<file path="config.mk">
export PLATFORM = sky130hd
export DESIGN_NAME = md5_sched_flat
export DESIGN_NICKNAME = d
export VERILOG_FILES = /design/src/rtl/md5_sched_if.sv /design/src/rtl/md5_sched.sv /design/src/flat_wrapper.sv
export SDC_FILE = /design/constraint.sdc
export NUM_CORES = 2
export LEC_CHECK = 0
export CORE_UTILIZATION = 52
export DETAILED_ROUTE_END_ITERATION = 10
export PLACE_DENSITY = 0.7
export SYNTH_ARGS = -nofsm -noshare
export SYNTH_HDL_FRONTEND = slang
export SYNTH_SLANG_ARGS = --single-unit
</file>
<file path="constraint.sdc">
create_clock -name clk -period 29.3 [get_ports clk]
set_input_delay 5.86 -clock clk [delete_from_list [all_inputs] [get_ports clk]]
set_output_delay 5.86 -clock clk [all_outputs]
set_load 0.02 [all_outputs]
</file>
<file path="src/rtl/md5_sched_if.sv">
`default_nettype none
// ============================================================================
// Module   : md5_sched_if
// Purpose  : Bundles the parser-side byte stream/result signals and the
//            hash-unit dispatch/result signals of md5_sched.
// Modports : slave  - the scheduler (consumes stream, drives units/results)
//            master - the parser plus the hash-unit bank
// Revision : 1.0 - initial release
// ============================================================================
interface md5_sched_if #(
    parameter int NUM_UNITS = 4,
    parameter int STR_LEN   = 19
);
    logic                   proc_start;
    logic [15:0]            proc_num_bytes;
    logic [7:0]             proc_data;
    logic                   proc_data_valid;
    logic                   proc_match_char_next;
    logic                   proc_done;
    logic                   proc_match;
    logic [15:0]            proc_byte_pos;
    logic [7:0]             proc_match_char;
    logic                   overrun;
    logic [NUM_UNITS-1:0]   unit_start;
    logic [8*STR_LEN-1:0]   unit_window;
    logic [NUM_UNITS-1:0]   unit_busy;
    logic [NUM_UNITS-1:0]   unit_done;
    logic [NUM_UNITS-1:0]   unit_match;

    modport slave (
        input  proc_start, proc_num_bytes, proc_data, proc_data_valid,
               proc_match_char_next, unit_busy, unit_done, unit_match,
        output proc_done, proc_match, proc_byte_pos, proc_match_char,
               overrun, unit_start, unit_window
    );

    modport master (
        output proc_start, proc_num_bytes, proc_data, proc_data_valid,
               proc_match_char_next, unit_busy, unit_done, unit_match,
        input  proc_done, proc_match, proc_byte_pos, proc_match_char,
               overrun, unit_start, unit_window
    );
endinterface
`default_nettype wire

</file>
<file path="src/rtl/md5_sched.sv">
`default_nettype none
// ============================================================================
// Module   : md5_sched
// Purpose  : Slides a STR_LEN-byte window over the parser byte stream, issues
//            every complete window to a free MD5 unit in round-robin order,
//            and keeps the lowest-position matching candidate.
// Ports    : clk     - system clock
//            reset_n - asynchronous active-low reset
//            bus     - md5_sched_if.slave (parser stream/results, unit
//                      start/window, unit busy/done/match)
// Revision : 1.0 - initial release
// ============================================================================
module md5_sched #(
    parameter int NUM_UNITS = 4,
    parameter int STR_LEN   = 19
) (
    input  wire logic       clk,
    input  wire logic       reset_n,
    md5_sched_if.slave      bus
);
    localparam int c_PW = $clog2(NUM_UNITS);
    localparam int c_IW = $clog2(STR_LEN);
    localparam int c_WW = 8 * STR_LEN;

    localparam logic [1:0] c_S_IDLE  = 2'd0;
    localparam logic [1:0] c_S_RUN   = 2'd1;
    localparam logic [1:0] c_S_DRAIN = 2'd2;
    localparam logic [1:0] c_S_DONE  = 2'd3;

    logic [1:0]             r_state;
    logic [15:0]            r_num_bytes;
    logic [15:0]            r_cnt;
    logic [c_WW-1:0]        r_win;
    logic                   r_pending;
    logic [15:0]            r_pend_tag;
    logic [NUM_UNITS-1:0]   r_inflight;
    logic [c_PW-1:0]        r_ptr;
    logic [NUM_UNITS-1:0]   r_unit_start;
    logic [c_WW-1:0]        r_unit_window;
    logic [15:0]            r_tag [NUM_UNITS];
    logic [c_WW-1:0]        r_str [NUM_UNITS];
    logic                   r_match;
    logic [15:0]            r_pos;
    logic [c_WW-1:0]        r_mstr;
    logic [c_IW-1:0]        r_idx;
    logic                   r_overrun;

    logic                   w_byte;
    logic [15:0]            w_cnt_inc;
    logic                   w_new_cand;
    logic [15:0]            w_new_tag;
    logic [NUM_UNITS-1:0]   w_free;
    logic                   w_disp;
    logic [c_PW-1:0]        w_sel;
    logic [c_PW-1:0]        w_sel_next;
    logic [NUM_UNITS-1:0]   w_sel_oh;
    int                     w_rr_int;
    logic [c_PW-1:0]        w_rr_idx;
    logic [NUM_UNITS-1:0]   w_ret;
    logic                   w_hit;
    logic [15:0]            w_hit_tag;
    logic [c_WW-1:0]        w_hit_str;
    logic                   w_take;
    logic [7:0]             w_char;

    assign w_byte     = bus.proc_data_valid && (r_state == c_S_RUN);
    assign w_cnt_inc  = r_cnt + 16'd1;
    assign w_new_cand = w_byte && (w_cnt_inc >= 16'(STR_LEN));
    assign w_new_tag  = w_cnt_inc - 16'(STR_LEN);
    assign w_free     = ~bus.unit_busy & ~r_inflight;
    assign w_ret      = bus.unit_done & r_inflight;

    // First free unit at or above the round-robin pointer, wrapping around.
    always_comb begin
        w_disp   = 1'b0;
        w_sel    = '0;
        w_rr_int = 0;
        w_rr_idx = '0;
        for (int k = 0; k < NUM_UNITS; k++) begin
            w_rr_int = int'(r_ptr) + k;
            if (w_rr_int >= NUM_UNITS) begin
                w_rr_int = w_rr_int - NUM_UNITS;
            end
            w_rr_idx = c_PW'(w_rr_int);
            if (!w_disp && w_free[w_rr_idx]) begin
                w_disp = 1'b1;
                w_sel  = w_rr_idx;
            end
        end
        w_disp = w_disp && r_pending && !bus.proc_start;
    end

    assign w_sel_next = (w_sel == c_PW'(NUM_UNITS - 1)) ? '0 : w_sel + 1'b1;
    assign w_sel_oh   = w_disp ? (NUM_UNITS'(1) << w_sel) : '0;

    // Lowest tag among all matching results on this edge; results from
    // units that are not in flight belong to an aborted job.
    always_comb begin
        w_hit     = 1'b0;
        w_hit_tag = '0;
        w_hit_str = '0;
        for (int i = 0; i < NUM_UNITS; i++) begin
            if (w_ret[i] && bus.unit_match[i] && (!w_hit || r_tag[i] < w_hit_tag)) begin
                w_hit     = 1'b1;
                w_hit_tag = r_tag[i];
                w_hit_str = r_str[i];
            end
        end
    end

    assign w_take = w_hit && (!r_match || w_hit_tag < r_pos);

    always_comb begin
        w_char = '0;
        for (int k = 0; k < STR_LEN; k++) begin
            if (r_idx == c_IW'(k)) begin
                w_char = r_mstr[8*(STR_LEN-1-k) +: 8];
            end
        end
    end

    always_ff @(posedge clk or negedge reset_n) begin
        if (!reset_n) begin
            r_state       <= c_S_IDLE;
            r_num_bytes   <= '0;
            r_cnt         <= '0;
            r_win         <= '0;
            r_pending     <= 1'b0;
            r_pend_tag    <= '0;
            r_inflight    <= '0;
            r_ptr         <= '0;
            r_unit_start  <= '0;
            r_unit_window <= '0;
            r_match       <= 1'b0;
            r_pos         <= '0;
            r_mstr        <= '0;
            r_idx         <= '0;
            r_overrun     <= 1'b0;
        end else begin
            r_unit_start <= '0;
            if (bus.proc_start) begin
                r_num_bytes <= bus.proc_num_bytes;
                r_cnt       <= '0;
                r_pending   <= 1'b0;
                r_inflight  <= '0;
                r_match     <= 1'b0;
                r_overrun   <= 1'b0;
                r_pos       <= '0;
                r_idx       <= '0;
                r_state     <= (bus.proc_num_bytes == 16'd0) ? c_S_DRAIN : c_S_RUN;
            end else begin
                if (w_byte) begin
                    r_win <= {r_win[c_WW-9:0], bus.proc_data};
                    if (r_cnt != r_num_bytes) begin
                        r_cnt <= w_cnt_inc;
                    end
                end
                // A new candidate wins over clearing; an undispatched old
                // one is lost.
                if (w_new_cand) begin
                    r_pending  <= 1'b1;
                    r_pend_tag <= w_new_tag;
                    if (r_pending && !w_disp) begin
                        r_overrun <= 1'b1;
                    end
                end else if (w_disp) begin
                    r_pending <= 1'b0;
                end
                if (w_disp) begin
                    r_unit_start  <= w_sel_oh;
                    r_unit_window <= r_win;
                    r_ptr         <= w_sel_next;
                end
                r_inflight <= (r_inflight & ~w_ret) | w_sel_oh;
                if (w_take) begin
                    r_match <= 1'b1;
                    r_pos   <= w_hit_tag;
                    r_mstr  <= w_hit_str;
                end
                if (bus.proc_match_char_next) begin
                    r_idx <= (r_idx == c_IW'(STR_LEN - 1)) ? '0 : r_idx + 1'b1;
                end
                case (r_state)
                    c_S_RUN: begin
                        if (w_byte && (w_cnt_inc == r_num_bytes)) begin
                            r_state <= c_S_DRAIN;
                        end
                    end
                    c_S_DRAIN: begin
                        if (!r_pending && (r_inflight == '0)) begin
                            r_state <= c_S_DONE;
                            r_idx   <= '0;
                        end
                    end
                    c_S_DONE: r_state <= c_S_IDLE;
                    default:  r_state <= c_S_IDLE;
                endcase
            end
        end
    end

    // Per-unit candidate bookkeeping; only read while the unit is in flight.
    always_ff @(posedge clk) begin
        if (w_disp) begin
            r_tag[w_sel] <= r_pend_tag;
            r_str[w_sel] <= r_win;
        end
    end

    assign bus.proc_done       = (r_state == c_S_DONE);
    assign bus.proc_match      = r_match;
    assign bus.proc_byte_pos   = r_pos;
    assign bus.proc_match_char = w_char;
    assign bus.overrun         = r_overrun;
    assign bus.unit_start      = r_unit_start;
    assign bus.unit_window     = r_unit_window;
endmodule
`default_nettype wire

</file>
<file path="src/flat_wrapper.sv">
// flat-port wrapper written by rule: the top's interface ports become plain ports
module md5_sched_flat 
#(
    parameter int NUM_UNITS = 4,
    parameter int STR_LEN   = 19
)
  (clk, reset_n, bus_proc_start, bus_proc_num_bytes, bus_proc_data, bus_proc_data_valid, bus_proc_match_char_next, bus_unit_busy, bus_unit_done, bus_unit_match, bus_proc_done, bus_proc_match, bus_proc_byte_pos, bus_proc_match_char, bus_overrun, bus_unit_start, bus_unit_window);
  md5_sched_if #(.NUM_UNITS(NUM_UNITS), .STR_LEN(STR_LEN)) bus_i ();
  input  wire logic clk;
  input  wire logic reset_n;
  input wire logic [$bits(bus_i.proc_start)-1:0] bus_proc_start;
  input wire logic [$bits(bus_i.proc_num_bytes)-1:0] bus_proc_num_bytes;
  input wire logic [$bits(bus_i.proc_data)-1:0] bus_proc_data;
  input wire logic [$bits(bus_i.proc_data_valid)-1:0] bus_proc_data_valid;
  input wire logic [$bits(bus_i.proc_match_char_next)-1:0] bus_proc_match_char_next;
  input wire logic [$bits(bus_i.unit_busy)-1:0] bus_unit_busy;
  input wire logic [$bits(bus_i.unit_done)-1:0] bus_unit_done;
  input wire logic [$bits(bus_i.unit_match)-1:0] bus_unit_match;
  output wire logic [$bits(bus_i.proc_done)-1:0] bus_proc_done;
  output wire logic [$bits(bus_i.proc_match)-1:0] bus_proc_match;
  output wire logic [$bits(bus_i.proc_byte_pos)-1:0] bus_proc_byte_pos;
  output wire logic [$bits(bus_i.proc_match_char)-1:0] bus_proc_match_char;
  output wire logic [$bits(bus_i.overrun)-1:0] bus_overrun;
  output wire logic [$bits(bus_i.unit_start)-1:0] bus_unit_start;
  output wire logic [$bits(bus_i.unit_window)-1:0] bus_unit_window;
  assign bus_i.proc_start = bus_proc_start;
  assign bus_i.proc_num_bytes = bus_proc_num_bytes;
  assign bus_i.proc_data = bus_proc_data;
  assign bus_i.proc_data_valid = bus_proc_data_valid;
  assign bus_i.proc_match_char_next = bus_proc_match_char_next;
  assign bus_i.unit_busy = bus_unit_busy;
  assign bus_i.unit_done = bus_unit_done;
  assign bus_i.unit_match = bus_unit_match;
  assign bus_proc_done = bus_i.proc_done;
  assign bus_proc_match = bus_i.proc_match;
  assign bus_proc_byte_pos = bus_i.proc_byte_pos;
  assign bus_proc_match_char = bus_i.proc_match_char;
  assign bus_overrun = bus_i.overrun;
  assign bus_unit_start = bus_i.unit_start;
  assign bus_unit_window = bus_i.unit_window;
  md5_sched #(.NUM_UNITS(NUM_UNITS), .STR_LEN(STR_LEN)) u_core (.clk(clk), .reset_n(reset_n), .bus(bus_i));
endmodule
</file>
==> qor.txt <==
Ports: 224
Critical Path Slowest Stage Cell: buf_4
Comb pwr share: 0.037
Worst Clk Skew: 30.57 ps
Clk pwr share: 0.417
Vias/cell: 6.087
First-pass GRT wire length: 206.3 mm
Die Ht: 317.1 um
Flop pwr share: 0.546
Post-CTS setup buffers: 0
Syn_area_per_cell: 12.04 um^2
Critical Path Fanout Max: 168
Final Hold Viols: 0
Critical path capture point type: register
Switch share: 0.2316
Vias in the first global route: 34280
Post-CTS Resized: 0
Net Switching: 0.8432 mW
Num rows: 115
Final Util: 0.5961
WHS Path Cells: 2
Reg2reg end: u_core.r_mstr[37]
Post-synthesis adder-cell area fraction: 0.01793
Int Power: 2.797 mW
Area of the multi-input gates: 0.01665 mm^2
Core area: 0.09842 mm^2
Register area share after synthesis: 0.6525
CTS buffer count: 119
Clk root buf: clkbuf_16
Placed insts: 5530
Peak VDD IR: 52.38 uV
Worst-path clk slew: 60 ps
Vias: 35030
Initial drt markers: 3523
Synth top area share: 0.3908
Crit path launch type: primary input
Hold Path Class: reg -> reg
Slew HR: 0.1113
Initial Util: 0.5247
Commonest cells post-synth: nand2_1 (1010), edfxtp_1 (672), dfrtp_1 (540)
Pwr dens: 62.05 mW/mm^2
Num Clock Sinks: 1212
Slew Viols, Final: 0
Share of post-route cells with drive strength above 1: 0.07722
RSZ-0062 raised after global routing: false
Max Root-Sink Buffers: 3
Final Setup Violations: 0
Clock Latency Late Sink: 710 ps
# H-tree levels: 3
Period utilization: 0.6811
Yosys reg bits: 1212
Post-Syn Area: 0.05164 mm^2
LEAKAGE: 22.86 nW
Final HPWL DP: 78.60 mm
Sum Neg Setup Slack: 0 ps
Final min period: 19960 ps
Number of fill cells in the layout: 7916
GP Congestion: 0.8783
Post-route non-filler standard cell count: 5755
Reg2Reg Setup Slack: 14480 ps
Cell taking the most area after synthesis: edfxtp_1
Post-CTS Hold Buffers: 0
Reg2reg start: u_core.r_inflight[0]
Ys Warns: 0
Die area: 0.1006 mm^2
DRT Pass-1 Iters: 6
I/O Buffers: 223
Yosys cell types: 71
Area delta synth->final: 13.61%
Drt wl/cell: 23.35 um
Top area cells in the synthesized netlist: edfxtp_1 (39%), dfrtp_1 (26%), nand2_1 (7.3%)
Primary FF master, synth: edfxtp_1
Fin area: 0.05867 mm^2
Async SR Flop Fraction: 0.4455
Largest family of logic cells by synthesized area: compound AO/OA/AOI/OAI gates
GRT overflow: 0
ANT nets after route: 0
Max Fclk: 50.11 MHz
Antenna cells: 0
Antenna violations before repair: 3
Status: complete, no violations
Mux cell area share after synthesis: 0.03828
Crit path from: bus_unit_done[0]
Critical path destination: u_core.r_mstr[37]
Mapped Cells: 4289
Compound-gate portion of the synthesized area: 0.1327
Synth Net Count: 4404
Worst-Margin Slew: 1333 ps
Top-count cell post-synth: nand2_1
GRT Total Usage: 0.2671
R2R depth: 37
Nets: 4479
Max incr delay on CP: 960 ps
Crit path required time: 29880 ps
Worst hold margin: 471.4 ps
Area occupied by registers: 0.03369 mm^2
Synth Area in Simple Gates: 0.1209
Number of flops mapped to enable cells by yosys: 672
Critical path arrival: 20540 ps
Number of max-cap violations: 0
Number of remaining DRC errors: 0
Largest net degree at the start of global routing: 170
TritonCTS clock tree: built
Die width: 317.1 um
Critical path class: in -> reg
Routed WL: 134.4 mm
XOR/XNOR share of the synthesized area: 0.01056
Placed cell area: 0.05476 mm^2
how the worst min path moves through the flow:
stage                           startpoint                     endpoint  slack [ps]
6_report       u_core.bus.unit_window[108]  u_core.bus.unit_window[108]         470
4_1_cts         u_core.bus.unit_window[77]   u_core.bus.unit_window[77]         480
2_1_floorplan           u_core.r_mstr[130]           u_core.r_mstr[130]         450
3_5_place_dp    u_core.bus.unit_window[77]   u_core.bus.unit_window[77]         460
3_3_place_gp     u_core.bus.unit_window[5]    u_core.bus.unit_window[5]         460
5_1_grt         u_core.bus.unit_window[77]   u_core.bus.unit_window[77]         490
per-stage QoR:
stage	setup WS (ps)	power, mW
floorplan	13810	2.046
global route	8324	3.753
global placement	8900	2.150
finish	9345	3.640
detailed placement	8669	2.156
CTS	9397	3.664
cells by family (layout without fill, tap and decap cells):
group / count (synthesis) / count (layout)
buf+inv: 354 / 533
fa+ha+maj: 74 / 74
xor+xnor: 59 / 59
flops: 1212 / 1212
simple gates: 1437 / 1437
mux: 176 / 176
compound gates: 977 / 977
registers in the layout, indices dropped and copies added (netlist names):
name                      cells
u_core.r_num_bytes           16
u_core.r_inflight             4
u_core.r_mstr               152
u_core.bus.proc_byte_pos     16
u_core.r_ptr                  2
u_core.r_str                608
u_core.r_tag                 64
u_core.bus.proc_match         1
u_core.bus.unit_start         4
u_core.r_cnt                 16
u_core.r_pend_tag            16
u_core.bus.unit_window      152
u_core.r_win                152
u_core.bus.overrun            1
u_core.r_state                2
u_core.r_pending              1
u_core.r_idx                  5
area by class of cell:
| class | count | area share |
|---|---|---|
| Sequential cell | 1212 | 0.5743 |
| Multi-Input combinational cell | 2723 | 0.2838 |
| Clock buffer | 175 | 0.05920 |
| Timing Repair Buffer | 270 | 0.04534 |
| Tap cell | 1287 | 0.02745 |
| Clock inverter | 50 | 0.007464 |
| Inverter | 38 | 0.002431 |
power by group through the flow:
stage	registers, mW	logic [mW]	clock network [mW]
finish	1.99	0.133	1.52
global route	2.00	0.152	1.60
CTS	1.99	0.135	1.54
floorplan	1.96	0.0820	0
global placement	2.02	0.131	0
detailed placement	2.02	0.134	0
worst max-delay path, delay by kind of cell:
family	cells	cell delay, ps
AO/OA/AOI/OAI	23	6700
adder cells (fa/ha/maj)	4	1310
AND/OR/NAND/NOR	4	1410
buffers and inverters	6	4480
multiplexers	1	430
cells in the final DEF (no fill, tap or decap), types with 28 or more instances in the layout:
cell type | netlist | final
nand2_1 | 1010 | 1009
xnor2_1 | 35 | 35
nor3_1 | 28 | 28
and3_1 | 181 | 181
clkdlybuf4s50_1 | 0 | 221
dfrtp_1 | 540 | 540
o21ai_0 | 66 | 66
edfxtp_1 | 672 | 672
a21oi_1 | 219 | 219
ha_1 | 74 | 74
clkbuf_1 | 257 | 33
inv_1 | 38 | 38
buf_4 | 7 | 41
o31ai_1 | 159 | 158
a22oi_1 | 171 | 171
nor2_1 | 78 | 76
mux2_1 | 114 | 114
o211ai_1 | 201 | 201
mux2_2 | 58 | 58
clkbuf_16 | 0 | 125
routing by layer:
| layer | wire length, um | vias up | part of all wire | GRT usage |
|---|---|---|---|---|
| met4 | 3649 | 2 | 0.027 | 0.08297 |
| met1 | 58910 | 17610 | 0.44 | 0.3858 |
| met3 | 8710 | 205 | 0.065 | 0.03548 |
| met2 | 63070 | 1327 | 0.47 | 0.4226 |
| met5 | 13 | - | 0.000097 | 0 |
| li1 | - | 15890 | - | - |
No activity file was read; power rests on OpenSTA's default activity.
